<file path="config.mk">
export PLATFORM = sky130hd
export DESIGN_NAME = pixel_packet_assembler
export DESIGN_NICKNAME = d
export VERILOG_FILES = /design/src/rtl/pkt_asm_pkg.sv /design/src/rtl/pkt_timeout_cnt.sv /design/src/rtl/pixel_packet_assembler.sv
export SDC_FILE = /design/constraint.sdc
export NUM_CORES = 1
export LEC_CHECK = 0
export BUFFER_PORTS_ARGS = -buffer_cell sky130_fd_sc_hd__buf_2
export CORE_UTILIZATION = 52
export CTS_BUF_LIST = sky130_fd_sc_hd__clkbuf_2 sky130_fd_sc_hd__clkbuf_4 sky130_fd_sc_hd__clkbuf_8
export CTS_CLUSTER_SIZE = 12
export DETAILED_ROUTE_END_ITERATION = 6
export PLACE_DENSITY = 0.75
export SLEW_MARGIN = 20
export SYNTH_ARGS = -nofsm -noshare
export SYNTH_HDL_FRONTEND = slang
export SYNTH_SLANG_ARGS = --single-unit
</file>
<file path="constraint.sdc">
create_clock -name clk -period 2.33 [get_ports clk]
set_input_delay 0.466 -clock clk [delete_from_list [all_inputs] [get_ports clk]]
set_output_delay 0.466 -clock clk [all_outputs]
set_load 0.01 [all_outputs]
</file>
<file path="src/rtl/pkt_asm_pkg.sv">
// ---------------------------------------------------------------------------
// pkt_asm_pkg
// Shared types and defaults for the pixel packet assembler.
//   state_t              : assembler FSM states (HUNT, COLLECT, FLUSH)
//   SYNC_BYTE_DEFAULT    : default frame start marker
//   FRAME_PIXELS_DEFAULT : default pixels per frame (240*170)
//   addr_w(n)            : address width needed to index n pixels
// ---------------------------------------------------------------------------
package pkt_asm_pkg;

   typedef enum logic [1:0] {
      HUNT    = 2'd0,
      COLLECT = 2'd1,
      FLUSH   = 2'd2
   } state_t;

   localparam logic [7:0] SYNC_BYTE_DEFAULT    = 8'hAA;
   localparam int         FRAME_PIXELS_DEFAULT = 40800;

   // A one-pixel frame would need a zero-width address; keep at least 1 bit.
   function automatic int addr_w(input int n);
      return (n > 1) ? $clog2(n) : 1;
   endfunction

endpackage

</file>
<file path="src/rtl/pkt_timeout_cnt.sv">
// ---------------------------------------------------------------------------
// pkt_timeout_cnt
// Counts idle cycles between bytes inside a frame.
//   clk     : system clock
//   reset   : asynchronous, active-low reset
//   clr     : clear the count (a byte was taken, or not collecting)
//   en      : count this cycle (collecting and no byte available)
//   expired : high for the cycle that is the TIMEOUT_CYC-th idle cycle
// ---------------------------------------------------------------------------
module pkt_timeout_cnt #(
   parameter int TIMEOUT_CYC = 2_000_000
) (
   input  logic clk,
   input  logic reset,
   input  logic clr,
   input  logic en,
   output logic expired
);

   localparam int                CNT_W    = $clog2(TIMEOUT_CYC + 1);
   localparam logic [CNT_W-1:0]  LAST_CNT = CNT_W'(TIMEOUT_CYC - 1);

   logic [CNT_W-1:0] cnt_q;
   logic [CNT_W-1:0] cnt_d;

   // clr has priority so a pop in the expiry cycle always wins.
   assign expired = en && !clr && (cnt_q == LAST_CNT);

   always_comb begin
      cnt_d = cnt_q;
      if (clr) begin
         cnt_d = '0;
      end else if (en) begin
         cnt_d = expired ? '0 : cnt_q + CNT_W'(1);
      end
   end

   always_ff @(posedge clk or negedge reset) begin
      if (!reset) begin
         cnt_q <= '0;
      end else begin
         cnt_q <= cnt_d;
      end
   end

endmodule

</file>
<file path="src/rtl/pixel_packet_assembler.sv">
// ---------------------------------------------------------------------------
// pixel_packet_assembler
// Drains a first-word-fall-through byte FIFO, hunts for a sync byte, then
// packs BYTES_PER_PIX bytes (first byte in the MSBs) into one pixel and
// writes each pixel to consecutive frame RAM addresses.
//   clk         : system clock
//   reset       : asynchronous, active-low reset
//   empty       : FIFO empty
//   pop_data    : FIFO head byte, valid while empty is low
//   pop         : consume head byte this cycle (combinational)
//   pixel_we    : one-cycle frame RAM write strobe
//   pixel_data  : assembled pixel
//   pixel_addr  : frame RAM address
//   frame_done  : one-cycle pulse after the last write of a frame
//   busy        : high from sync accepted until frame end or abort
//   err_timeout : sticky inter-byte timeout flag, cleared at next sync
//   frame_cnt   : completed frames, wraps
// ---------------------------------------------------------------------------
module pixel_packet_assembler
   import pkt_asm_pkg::*;
#(
   parameter  int         BYTES_PER_PIX = 3,
   parameter  int         FRAME_PIXELS  = FRAME_PIXELS_DEFAULT,
   parameter  logic [7:0] SYNC_BYTE     = SYNC_BYTE_DEFAULT,
   parameter  int         TIMEOUT_CYC   = 2_000_000,
   localparam int         PIX_W         = 8 * BYTES_PER_PIX,
   localparam int         ADDR_W        = addr_w(FRAME_PIXELS)
) (
   input  logic              clk,
   input  logic              reset,
   input  logic              empty,
   input  logic [7:0]        pop_data,
   output logic              pop,
   output logic              pixel_we,
   output logic [PIX_W-1:0]  pixel_data,
   output logic [ADDR_W-1:0] pixel_addr,
   output logic              frame_done,
   output logic              busy,
   output logic              err_timeout,
   output logic [7:0]        frame_cnt
);

   localparam int                IDX_W     = (BYTES_PER_PIX > 1) ? $clog2(BYTES_PER_PIX) : 1;
   localparam logic [IDX_W-1:0]  LAST_IDX  = IDX_W'(BYTES_PER_PIX - 1);
   localparam logic [ADDR_W-1:0] LAST_ADDR = ADDR_W'(FRAME_PIXELS - 1);

   state_t              state_q, state_d;
   logic [IDX_W-1:0]    idx_q, idx_d;
   logic [PIX_W-1:0]    pix_q, pix_d;
   logic                we_q, we_d;
   logic [ADDR_W-1:0]   addr_q, addr_d;
   logic                done_q, done_d;
   logic                busy_q, busy_d;
   logic                err_q, err_d;
   logic [7:0]          cnt_q, cnt_d;

   logic                pop_ok;
   logic                tmo_clr;
   logic                tmo_en;
   logic                tmo_expired;
   logic [ADDR_W-1:0]   wr_addr;
   logic [PIX_W+7:0]    shift_w;

   assign pop_ok  = ((state_q == HUNT) || (state_q == COLLECT)) && !empty;
   // Gated by reset so every output, pop included, reads 0 while reset is held.
   assign pop     = reset && pop_ok;

   assign tmo_clr = (state_q != COLLECT) || pop_ok;
   assign tmo_en  = (state_q == COLLECT) && empty;

   // Address the pixel being completed now will be written to: the pending
   // increment from a write in this cycle has not landed in addr_q yet.
   assign wr_addr = we_q ? addr_q + ADDR_W'(1) : addr_q;

   // Oldest byte ends up in the MSBs after BYTES_PER_PIX shifts.
   assign shift_w = {pix_q, pop_data};

   pkt_timeout_cnt #(
      .TIMEOUT_CYC (TIMEOUT_CYC)
   ) u_timeout (
      .clk     (clk),
      .reset   (reset),
      .clr     (tmo_clr),
      .en      (tmo_en),
      .expired (tmo_expired)
   );

   always_comb begin
      state_d = state_q;
      idx_d   = idx_q;
      pix_d   = pix_q;
      we_d    = 1'b0;
      addr_d  = addr_q;
      done_d  = 1'b0;
      busy_d  = busy_q;
      err_d   = err_q;
      cnt_d   = cnt_q;

      case (state_q)
         HUNT: begin
            if (pop_ok && (pop_data == SYNC_BYTE)) begin
               state_d = COLLECT;
               idx_d   = '0;
               addr_d  = '0;
               err_d   = 1'b0;
               busy_d  = 1'b1;
            end
         end

         COLLECT: begin
            if (we_q) begin
               addr_d = addr_q + ADDR_W'(1);
            end
            if (pop_ok) begin
               pix_d = shift_w[PIX_W-1:0];
               if (idx_q == LAST_IDX) begin
                  idx_d = '0;
                  we_d  = 1'b1;
                  // Leave COLLECT as soon as the final byte is taken so no
                  // byte of the next frame is consumed during the last write.
                  if (wr_addr == LAST_ADDR) begin
                     state_d = FLUSH;
                  end
               end else begin
                  idx_d = idx_q + IDX_W'(1);
               end
            end else if (tmo_expired) begin
               state_d = HUNT;
               idx_d   = '0;
               addr_d  = '0;
               err_d   = 1'b1;
               busy_d  = 1'b0;
            end
         end

         FLUSH: begin
            // This cycle carries the final pixel_we; frame_done follows it.
            state_d = HUNT;
            done_d  = 1'b1;
            cnt_d   = cnt_q + 8'd1;
            addr_d  = '0;
            busy_d  = 1'b0;
         end

         default: begin
            state_d = HUNT;
         end
      endcase
   end

   always_ff @(posedge clk or negedge reset) begin
      if (!reset) begin
         state_q <= HUNT;
         idx_q   <= '0;
         pix_q   <= '0;
         we_q    <= 1'b0;
         addr_q  <= '0;
         done_q  <= 1'b0;
         busy_q  <= 1'b0;
         err_q   <= 1'b0;
         cnt_q   <= '0;
      end else begin
         state_q <= state_d;
         idx_q   <= idx_d;
         pix_q   <= pix_d;
         we_q    <= we_d;
         addr_q  <= addr_d;
         done_q  <= done_d;
         busy_q  <= busy_d;
         err_q   <= err_d;
         cnt_q   <= cnt_d;
      end
   end

   assign pixel_we    = we_q;
   assign pixel_data  = pix_q;
   assign pixel_addr  = addr_q;
   assign frame_done  = done_q;
   assign busy        = busy_q;
   assign err_timeout = err_q;
   assign frame_cnt   = cnt_q;

endmodule

</file>
After elaboration in Yosys (flattened, before gate mapping) --
Index checks and enable logic that the tools add are counted.
Storage, ports and cells: flip-flop bits (word level) 77, bits in latches 0, bits in writable memories 0, bits in read-only memories 0, input port bits 11, output and inout port bits 53, logic and storage cells 77, memories 0
Operators by class: add/sub/neg operators 4, multipliers 0, div/mod/pow operators 0, magnitude comparators 0, eq/ne operators 13, shift-type cells 0, muxes and demuxes 30, bitwise gates (word level) 0, reduce and logical (&&, ||, !) cells 20
Operators with widths (number):
- $mux 16 | 4
- $mux 21 | 3
- $pmux 16 s3 | 1
- $add 21x1->21 const B | 1
- $eq 21x21->1 const B | 1
- $add 16x1->16 const B | 1
- $eq 16x16->1 const B | 1
- $mux 2 | 8
- $reduce_and 4->1 | 3
- $mux 1 | 10
- $ne 3x2->1 const B | 3
- $add 8x1->8 const B | 1
- $eq 8x8->1 const B | 1
- $pmux 2 s2 | 2
- $logic_and 1x1->1 | 6
- $ne 2x1->1 const B | 3
- $eq 2x2->1 const B | 2
- $reduce_and 2->1 | 2
- $reduce_bool 2->1 | 2
- $pmux 1 s3 | 1
- $reduce_and 3->1 | 1
- $reduce_bool 3->1 | 1
- $add 2x1->2 const B | 1
- $eq 2x1->1 const B | 1
- 5 further kinds | 7

Logic depth before layout (Yosys ltp) --
Gate-level depths: netlist of the first run.
word-level depth 10, mapped depth 8, depth with buffers taken out 7

Modules after synthesis --
From an unflattened synthesis of the first run, not the netlist that was laid out.
Unflattened totals: cells, all modules 434, area, all modules 3936.3 um2
Modules (own cells, without submodules):
- pixel_packet_assembler | times used 1, cells each 298, area each 2738.9 um2, sequential area each 1401.3 um2
- pkt_timeout_cnt | times used 1, cells each 136, area each 1197.4 um2, sequential area each 525.5 um2

Worst setup path before layout of the first run --
OpenSTA, ideal clock, no wires.
kind input to register, start point in empty, end point reg state_q[0], setup time 0.128 ns, data arrival time 2.220 ns, data required time 2.202 ns, setup slack -0.018 ns, stages on the path 6, buffers on the path 0, cell sequence or3b_1 -> o31ai_1 -> o21ai_0 -> nor4_1 -> a32oi_1 -> mux2_1
On the way: cells in the longest elaborated chain, start to end 8, elaborated cells between the ends (all ways) 15, classes of those cells 4 x eq/ne; 2 x mux; 9 x reduce/logical
Ends and longest elaborated chain:
- from (decl) | line pixel_packet_assembler.sv:31 | input logic empty,
- $logic_not 1->1 | line pixel_packet_assembler.sv:64 | assign pop_ok = ((state_q == HUNT) || (state_q == COLLECT)) && !empty;
- $logic_and 1x1->1 | line pixel_packet_assembler.sv:64
- $logic_or 1x1->1 | line pixel_packet_assembler.sv:68 | assign tmo_clr = (state_q != COLLECT) || pop_ok;
- $logic_not 1->1 | line pkt_timeout_cnt.sv:27 | assign expired = en && !clr && (cnt_q == LAST_CNT);
- $logic_and 1x1->1 (2 in series) | line pkt_timeout_cnt.sv:27
- $ne 3x2->1 (no source line)
- $reduce_and 4->1 (no source line)
- to (signal assigned) | line pixel_packet_assembler.sv:163 | state_q <= state_d;
- to (decl) | line pixel_packet_assembler.sv:47 | state_t state_q, state_d;
Parallel ways exist; a longest one is shown, timed or not. A chain may end at the register's enable or synchronous reset.

Worst setup path in the final report of the first run --
start point reg u_timeout.cnt_q[12], end point reg state_q[0]
On the way: cells in the longest elaborated chain, start to end 4
Ends and longest elaborated chain:
- from (decl) | line pkt_timeout_cnt.sv:23 | logic [CNT_W-1:0] cnt_q;
- from (signal assigned) | line pkt_timeout_cnt.sv:42 | cnt_q <= cnt_d;
- $eq 21x21->1 | line pkt_timeout_cnt.sv:27
- $logic_and 1x1->1 | line pkt_timeout_cnt.sv:27
- $ne 3x2->1 (no source line)
- $reduce_and 4->1 (no source line)
No other way between the ends.

==> results.md, run 1 <==
- Post-synth design cell area: 0.003721 mm2
- Cell family with most CP delay: simple AND/OR/NAND/NOR gates
- EDFF count, synth: 0
- Vias per cell: 5.458
- Routed Wire Length: 8239 um
- Slowest-stage cell, CP: or4_4
- Worst EP required: 2.58 ns
- LEAKAGE: 0.002177 uW
- GRT Total Usage: 0.2389
- Die W: 86.59 um
- Mapped Nets: 369
- Ports: 64
- Cell taking the most area after synthesis: dfrtp_1
- Layout Skew: 0.01641 ns
- Netlist cell types: 49
- Clock tree buffer depth: 2
- Synthesized instance count: 350
- Core Region: 0.006869 mm2
- Hold WC Path Type: input port to register
- Gp weighted congestion: 0.8701
- Clk_lat worst skew: 0.36 ns
- Max Slew Vio Count: 0
- Hpwl dp: 5714 um
- Setup ws final: -0.07174 ns
- CTS tree: done
- Pwr dens: 945.7 mW/mm2
- Post-route ant nets: 0
- Vias in the first global route: 2859
- Buf/Inv on CP: 0
- Initial Util: 0.5417
- Endpoint class of the critical path: register
- Area contributors post-synth: dfrtp_1 52%, mux2_2 8.2%, xnor2_1 4.0%, nand2_1 3.6%, o21ai_0 3.6%
- Overflow after GRT: 0
- Rel. slew slack: 0.3739
- Finished layout cell area: 0.004684 mm2
- Critical path peak fanout: 4
- Max cap viols: 0
- Area post-placement: 0.004345 mm2
- Num rows: 30
- Endpoints failing hold: 0
- Cts hold-fix bufs: 0
- WP data arrival: 2.65 ns
- Drt wl/cell: 15.03 um
- Crit path cell chain: or4b_1 > or4_4 > o21bai_4 > o311a_1 > a32oi_2 > mux2_4
- Pre-CTS WS: -0.1299 ns
- CTS sink count: 77
- Fin nets: 466
- Fmax: 0.4164 GHz
- P&R area growth vs syn: 25.89%
- Share of layout cells above drive strength 1: 0.3584
- Drt pass-1 iters: 4
- Pwr Total: 4430 uW
- Initial DRC count: 117
- Syn. warnings: 0
- Chip height: 86.59 um
- Violated checks: negative setup slack
- Outcome: finished, violations left
- Max rail drop VDD: 0.7460 mV
- Asr flop ratio synth: 1.000
- Critical path class: register to register
- Antenna violations before repair: 0
- Worst stage delay on the critical path: 0.58 ns
- Synthesis-stage register bit count: 77
- RSZ-0062 raised after global routing: true
- Clk slew on worst S/H paths: 0.09 ns
- Largest net degree at the start of global routing: 78
- N_diodes: 0
- Die area: 0.007498 mm2
- # DRC: 0
- Synth top area share: 0.5178
- Final count of negative-setup-slack endpoints: 7
- Period minus WS final: 2.402 ns
- Clk root buf: clkbuf_8
- Synthesized area per cell: 10.63 um2
- Main flop type after synthesis: dfrtp_1
- Finished Core Util: 0.6820
- CTS Buf Count: 9
- PortBufs: 63
- Worst setup SP type: register
- H-Tree Depth: 3
- First-pass GRT wire length: 13700 um
- Via count: 2991
- Final worst path period share: 1.031
- Pin slew with the least headroom to its limit: 0.9391 ns
- Register area share after synthesis: 0.5178
## metal layers
layer,vias up,track usage,routed length [um]
li1,1431,-,-
met3,13,0.05238,404
met1,1458,0.3157,3686
met2,89,0.3925,4011
met5,-,0,0
met4,0,0.08030,137
## per-stage QoR
stage	hold slack (ns)	cells	setup TNS, ns
floorplan	0.1704	350	0
global placement	0.4512	529	-0.1360
detailed placement	0.4710	529	-0.3100
CTS	0.3548	546	-0.08466
global route	0.3449	548	-1.016
finish	0.3655	548	-0.2848
## layout make-up
class                      instances  area, um2
fill                             554       2185
sequential                        77       1927
multi-input combinational        255       1805
timing repair buffer              96      576.8
clock buffer                      10      131.4
tap                               96      120.1
clock inverter                     6      93.84
inverter                           8      30.03
## final timing paths
kind,from,to,slack [ns],cells past startpoint
max in group asynchronous,reset,idx_q[1],1.33,2
hold / removal,pop_data[4],pixel_data[4],0.37,2
min in group asynchronous,reset,pixel_addr[8],0.38,2
setup / recovery,u_timeout.cnt_q[12],state_q[0],-0.07,6
hold reg to reg,frame_cnt[5],frame_cnt[5],0.49,1
setup reg to reg,u_timeout.cnt_q[12],state_q[0],-0.07,6
## registers in the layout (all words and copies together) (netlist names), 2 cells and up
register         count
idx_q                2
u_timeout.cnt_q     21
pixel_data          24
frame_cnt            8
state_q              2
pixel_addr          16
## cell usage in the layout (no fill, tap or decap), types with 9 or more instances in the layout
cell      instances
dfrtp_1          77
buf_2            62
nand2_1          35
nor2_1           35
buf_4            31
mux2_2           25
xnor2_1          17
nand3_1          14
xor2_1           14
o21ai_0          12
nand4_1          10
o21ai_1           9
clkbuf_8          9
## power breakdown
group / internal, uW / leakage (uW) / switching [uW] / total, uW
registers: 1600 / 0.00102 / 187 / 1790
logic: 728 / 0.00105 / 771 / 1500
clock network: 625 / 0.000111 / 517 / 1140
## cell usage after synthesis (5+ instances only)
cell,count
clkbuf_1,6
dfrtp_1,77
ha_1,8
inv_1,8
mux2_2,27
nand2_1,36
nand3_1,14
nand4_1,10
nor2_1,35
nor3_1,5
o21ai_0,27
o31ai_1,7
xnor2_1,17
xor2_1,14
## worst reg2reg max path, cell delays in order (launching register included)
cell and delay [ns]:
dfrtp_1 0.39, or4b_1 0.50, or4_4 0.58, o21bai_4 0.18, o311a_1 0.23, a32oi_2 0.11
mux2_4 0.31
## cells by family (layout without fill, tap and decap cells)
logic type	after synthesis	after routing	synth area share
adder cells (fa/ha/maj)	8	8	0.02690
XOR/XNOR	31	31	0.07297
multiplexers	28	28	0.08473
AND/OR/NAND/NOR	139	139	0.1944
flip-flops	77	77	0.5178
buffers and inverters	18	120	0.01984
AO/OA/AOI/OAI	49	49	0.08339
## timing repair
| item | in CTS | in global routing |
|---|---|---|
| setup buffers | 0 | 2 |
| cloned | 1 | 0 |
| resized for setup | 9 | 28 |
| setup endpoints to repair | 8 | 20 |
| pin swaps | 0 | 8 |
Note: power is estimated with default switching activity, not from simulation.
==> inputs of run 2 (changes only) <==
--- a/config.mk
+++ b/config.mk
@@ -11,4 +11,5 @@
 export CTS_CLUSTER_SIZE = 12
 export DETAILED_ROUTE_END_ITERATION = 6
+export GPL_ROUTABILITY_DRIVEN = 1
 export PLACE_DENSITY = 0.75
 export SLEW_MARGIN = 20
==> constraint.sdc (replaced) <==
create_clock -name clk -period 2.33 [get_ports clk]
set_input_delay 0.699 -clock clk [delete_from_list [all_inputs] [get_ports clk]]
set_output_delay 0.699 -clock clk [all_outputs]
set_load 0.01 [all_outputs]
==> run 2 against run 1 <==
The run still ends with negative setup slack left. Clock power is 18% lower. Register-to-register slack hardly changed. Global-route usage is 1.0 points lower. Total power is 3.5% lower. Setup slack worse by 0.0069 ns. Non-clock buffer count is 4 higher. Largest power group unchanged. Final area hardly changed.
==> results.md, run 2 (same netlist as run 1, synthesis figures left out) <==
- Clk_lat worst skew: 0.36 ns
- Antenna violations before repair: 0
- Reg2Reg Setup Slack: -0.08 ns
- Endpoint class of the critical path: register
- Die area: 0.007498 mm2
- N_diodes: 0
- Initial DRC count: 167
- Non-filler cells, final: 552
- Hpwl dp: 5620 um
- Max Slew Vio Count: 0
- Final count of negative-setup-slack endpoints: 7
- CTS tree: done
- Vias in the first global route: 2922
- WP data arrival: 2.66 ns
- H-Tree Depth: 3
- Post-route ant nets: 0
- Gp weighted congestion: 0.8882
- LEAKAGE: 0.002170 uW
- Overflow after GRT: 0
- Cell count after placement: 530
- Pwr dens: 913.2 mW/mm2
- Drt wl/cell: 14.49 um
- Share of layout cells above drive strength 1: 0.3575
- Die W: 86.59 um
- Clk root buf: clkbuf_8
- Commonest non-fill, non-tap cell in the layout: dfrtp_1
- Endpoints failing hold: 0
- Critical path class: register to register
- Setup ws final: -0.07860 ns
- PortBufs: 63
- Largest net degree at the start of global routing: 78
- Area post-placement: 0.004374 mm2
- Violated checks: negative setup slack
- Initial Util: 0.5417
- GRT Total Usage: 0.2284
- Outcome: finished, violations left
- Rel. slew slack: 0.3855
- Num rows: 30
- Hold slack: 0.4656 ns
- Period minus WS final: 2.409 ns
- Final worst path period share: 1.034
- Commonest non-fill, non-tap cells in the layout: 77 x dfrtp_1, 62 x buf_2, 35 x nand2_1, 35 x nor2_1, 33 x buf_4
- CTS Buf Count: 9
- RSZ-0062 raised after global routing: true
- Finished layout cell area: 0.004683 mm2
- Hold WC Path Type: register to register
- Pin slew with the least headroom to its limit: 0.9218 ns
- First-pass GRT wire length: 13120 um
- Clock tree buffer depth: 2
- Worst EP required: 2.58 ns
- Chip height: 86.59 um
- Core Region: 0.006869 mm2
- Cts hold-fix bufs: 0
- Via count: 2974
- Worst setup SP type: register
- CTS sink count: 77
- Max rail drop VDD: 0.8014 mV
- Max reg flops: 24
- Max cap viols: 0
- P&R area growth vs syn: 25.86%
- Ports: 64
- Routed Wire Length: 7997 um
- Fmax: 0.4152 GHz
- Layout Skew: 0.01493 ns
- Critical path peak fanout: 5
- Drt pass-1 iters: 4
- # DRC: 0
- Vias per cell: 5.388
- Clk slew on worst S/H paths: 0.09 ns
- Fin nets: 470
## run 2: cell types whose count changed in the layout (fill, tap and decap cells not counted), moves of 2 or more
cell	delta
o21ai_1	+2
buf_4	+2
bufinv_16	-2
clkinvlp_4	+2
o21ai_2	-2
## run 2: timing repair
| action | 4_1_cts | 5_1_grt |
|---|---|---|
| resized for setup | 9 | 27 |
| setup buffers | 1 | 3 |
| cloned | 2 | 0 |
| pin swaps | 0 | 5 |
| setup endpoints to repair | 15 | 21 |
## run 2: path summary, 6_finish.rpt
check / to / depth (start not counted) / startpoint
worst min-delay path: frame_cnt[7] / 1 / frame_cnt[7]
worst max-delay path: state_q[0] / 6 / u_timeout.cnt_q[16]
min in group asynchronous: state_q[0] / 2 / reset
worst min register to register: frame_cnt[7] / 1 / frame_cnt[7]
max in group asynchronous: u_timeout.cnt_q[11] / 2 / reset
worst max register to register: state_q[0] / 6 / u_timeout.cnt_q[16]
## run 2: final cells by class
class,count,area (um2)
multi-input combinational,255,1803
clock buffer,9,123.9
inverter,8,30.03
timing repair buffer,100,623.1
fill,538,2186
sequential,77,1927
tap,96,120.1
clock inverter,7,56.30
## run 2: through the flow
step | power [uW] | util | setup WS, ns | setup TNS [ns]
floorplan | 2577 | - | 0.01710 | 0
global placement | 3112 | 0.6368 | -0.1108 | -0.8198
detailed placement | 3165 | 0.6368 | -0.1924 | -1.638
CTS | 4147 | 0.6694 | -0.06874 | -0.3275
global route | 4511 | 0.6818 | -0.1689 | -1.757
finish | 4277 | 0.6818 | -0.07860 | -0.2753
## run 2: critical path, cell delays in order, from the launching register on
cell     delay, ns
dfrtp_1       0.37
or4b_1        0.51
or4_4         0.59
o31ai_4       0.28
buf_6         0.18
a32oi_1       0.06
mux2_1        0.33
## run 2: power breakdown
group	total (uW)	switching (uW)	internal (uW)
clock	936	538	399
sequential	1780	177	1600
combinational	1560	767	795
total	4280	1480	2800
## run 2: routing by layer
metal  wire length [um]  part of all wire  up-vias  track usage
met4                196             0.025        0       0.1106
li1                   -                 -     1441            -
met2               3907              0.49       65       0.3867
met1               3636              0.45     1449       0.2790
met5                  0                 0        -            0
met3                257             0.032       19      0.04857
==> inputs of run 3 (changes only) <==
- CORE_UTILIZATION: 52 -> 58
- GPL_TIMING_DRIVEN: not set -> 0
- HOLD_SLACK_MARGIN: not set -> 0.1
- PLACE_DENSITY: 0.75 -> 0.79
- clock period: 2.33 -> 2.3 ns (I/O delays scaled with it)
==> run 3 against run 2 <==
The run still ends with negative setup slack left. Register-to-register slack worse by 0.07 ns. Fmax is 1.6% lower. First-iteration DRC count increased by 31%. Worst hold slack got worse by 0.27 ns. Non-clock buffer count down 15. Clock power increased by 10%. Total power increased by 4.3%. Critical path depth unchanged. Largest power group unchanged. Highest routed layer unchanged.
==> results.md, run 3 (same netlist as run 1, synthesis figures left out) <==
- Outcome: finished, violations left
- Violated checks: negative setup slack
- Post-route ant nets: 0
- Clock share of power: 0.230
- Worst EP required: 2.54 ns
- Max cap viols: 0
- Clk_lat worst skew: 0.35 ns
- Psw: 1509 uW
- Setup ws final: -0.1468 ns
- P&R area growth vs syn: 24.95%
- Final worst path period share: 1.064
- FF-to-FF path depth: 6
- Max rail drop VDD: 0.8282 mV
- Gp weighted congestion: 0.8543
- Core Region: 0.006061 mm2
- Layout Skew: 0.006012 ns
- Reg2Reg Setup Slack: -0.15 ns
- Routed Wire Length: 8630 um
- LEAKAGE: 0.002154 uW
- Clock tree buffer depth: 2
- First-pass GRT wire length: 13520 um
- Cell count after placement: 489
- Finished Core Util: 0.7671
- Hold slack: 0.1996 ns
- Critical path class: register to register
- Rel. slew slack: 0.5557
- Area post-placement: 0.004174 mm2
- Clk slew on worst S/H paths: 0.08 ns
- GRT Total Usage: 0.2748
- Commonest non-fill, non-tap cells in the layout: 75 x dfrtp_1, 64 x buf_2, 35 x nor2_1
- Via count: 3029
- Commonest non-fill, non-tap cell in the layout: dfrtp_1
- CTS Buf Count: 9
- Hpwl dp: 5544 um
- Drt pass-1 iters: 4
- Vias per cell: 5.870
- Vias in the first global route: 2878
- Non-filler cells, final: 516
- CTS tree: done
- H-Tree Depth: 3
- Max reg flops: 24
- Die area: 0.006740 mm2
- Hold WC Path Type: input port to async pin
- Fin nets: 455
- Clk root buf: clkbuf_8
- Num rows: 28
- Max Slew Vio Count: 0
- Largest net degree at the start of global routing: 47
- Fmax: 0.4087 GHz
- CP startpoint: u_timeout.cnt_q[12]
- # DRC: 0
- PortBufs: 63
- Period minus WS final: 2.447 ns
- Endpoints failing hold: 0
- FILL cells: 403
- Initial Util: 0.6140
- Endpoint class of the critical path: register
- Initial DRC count: 219
- Antenna violations before repair: 0
- Pwr Total: 4460 uW
- Worst setup SP type: register
- CTS sink count: 77
- Drt wl/cell: 16.72 um
- Die W: 82.10 um
- Ports: 64
- WP data arrival: 2.68 ns
- Critical path peak fanout: 5
- Final count of negative-setup-slack endpoints: 15
- Reg2Reg Capture Point: state_q[0]
- Net Sw Frac: 0.3383
- Pin slew with the least headroom to its limit: 0.6664 ns
- Chip height: 82.10 um
- N_diodes: 0
- Share of layout cells above drive strength 1: 0.3469
- Finished layout cell area: 0.004649 mm2
- Flop pwr share: 0.405
- Pint: 2951 uW
- Combinational share of power: 0.365
- Overflow after GRT: 0
- RSZ-0062 raised after global routing: true
- Pwr dens: 959.3 mW/mm2
- Crit Reg-Reg Startpoint: u_timeout.cnt_q[12]
run 3: power by group through the flow:
| stage | Sequential [uW] | Clock [uW] | Combinational [uW] |
|---|---|---|---|
| after floorplan | 1920 | 0 | 691 |
| after detailed placement | 1820 | 0 | 1280 |
| after global placement | 1800 | 0 | 1230 |
| final | 1800 | 1030 | 1630 |
| after global routing | 1840 | 1110 | 1740 |
| after CTS | 1800 | 1050 | 1520 |
run 3: how the worst max path moves through the flow:
stage / slack (ns) / end / depth (start not counted)
3_5_place_dp: -0.46 / state_q[0] / 7
6_report: -0.15 / state_q[0] / 6
5_1_grt: -0.26 / state_q[0] / 7
3_3_place_gp: -0.82 / pop / 3
4_1_cts: -0.13 / state_q[0] / 6
2_1_floorplan: -0.01 / state_q[0] / 6
run 3: layout make-up:
type | instances | area, um2 | share of cell area
clock buffer | 12 | 152.6 | 0.03283
clock inverter | 4 | 47.55 | 0.01023
buffer | 9 | 53.80 | 0.01157
sequential | 77 | 1929 | 0.4150
timing repair buffer | 76 | 479.2 | 0.1031
inverter | 8 | 30.03 | 0.006459
multi-input combinational | 255 | 1863 | 0.4007
tap | 75 | 93.84 | 0.02018
run 3: metrics by stage:
stage | worst slack (ns) | setup TNS [ns]
floorplan | -0.01290 | -0.01290
global placement | -0.8242 | -5.537
detailed placement | -0.4607 | -6.437
CTS | -0.1315 | -0.6226
global route | -0.2649 | -2.461
finish | -0.1468 | -0.7167
run 3: critical path, stage by stage, from the launching register on:
cell and delay, ns:
dfrtp_1 0.39, or4b_1 0.50, or4_4 0.59, o31ai_4 0.28, buf_6 0.18, a32oi_1 0.07, mux2_1 0.33
run 3: metal layers:
metal	up-vias	GRT usage	routed length (um)
met4	0	0.1368	275
li1	1412	-	-
met1	1485	0.3319	3578
met5	-	0	0
met3	26	0.07473	514
met2	106	0.4529	4261
run 3: repair_timing:
action	in CTS	in global routing
resized for setup	51	15
setup endpoints to repair	42	24
cloned	2	1
buffers inserted	5	4
hold buffers	0	0
pin swaps	17	7
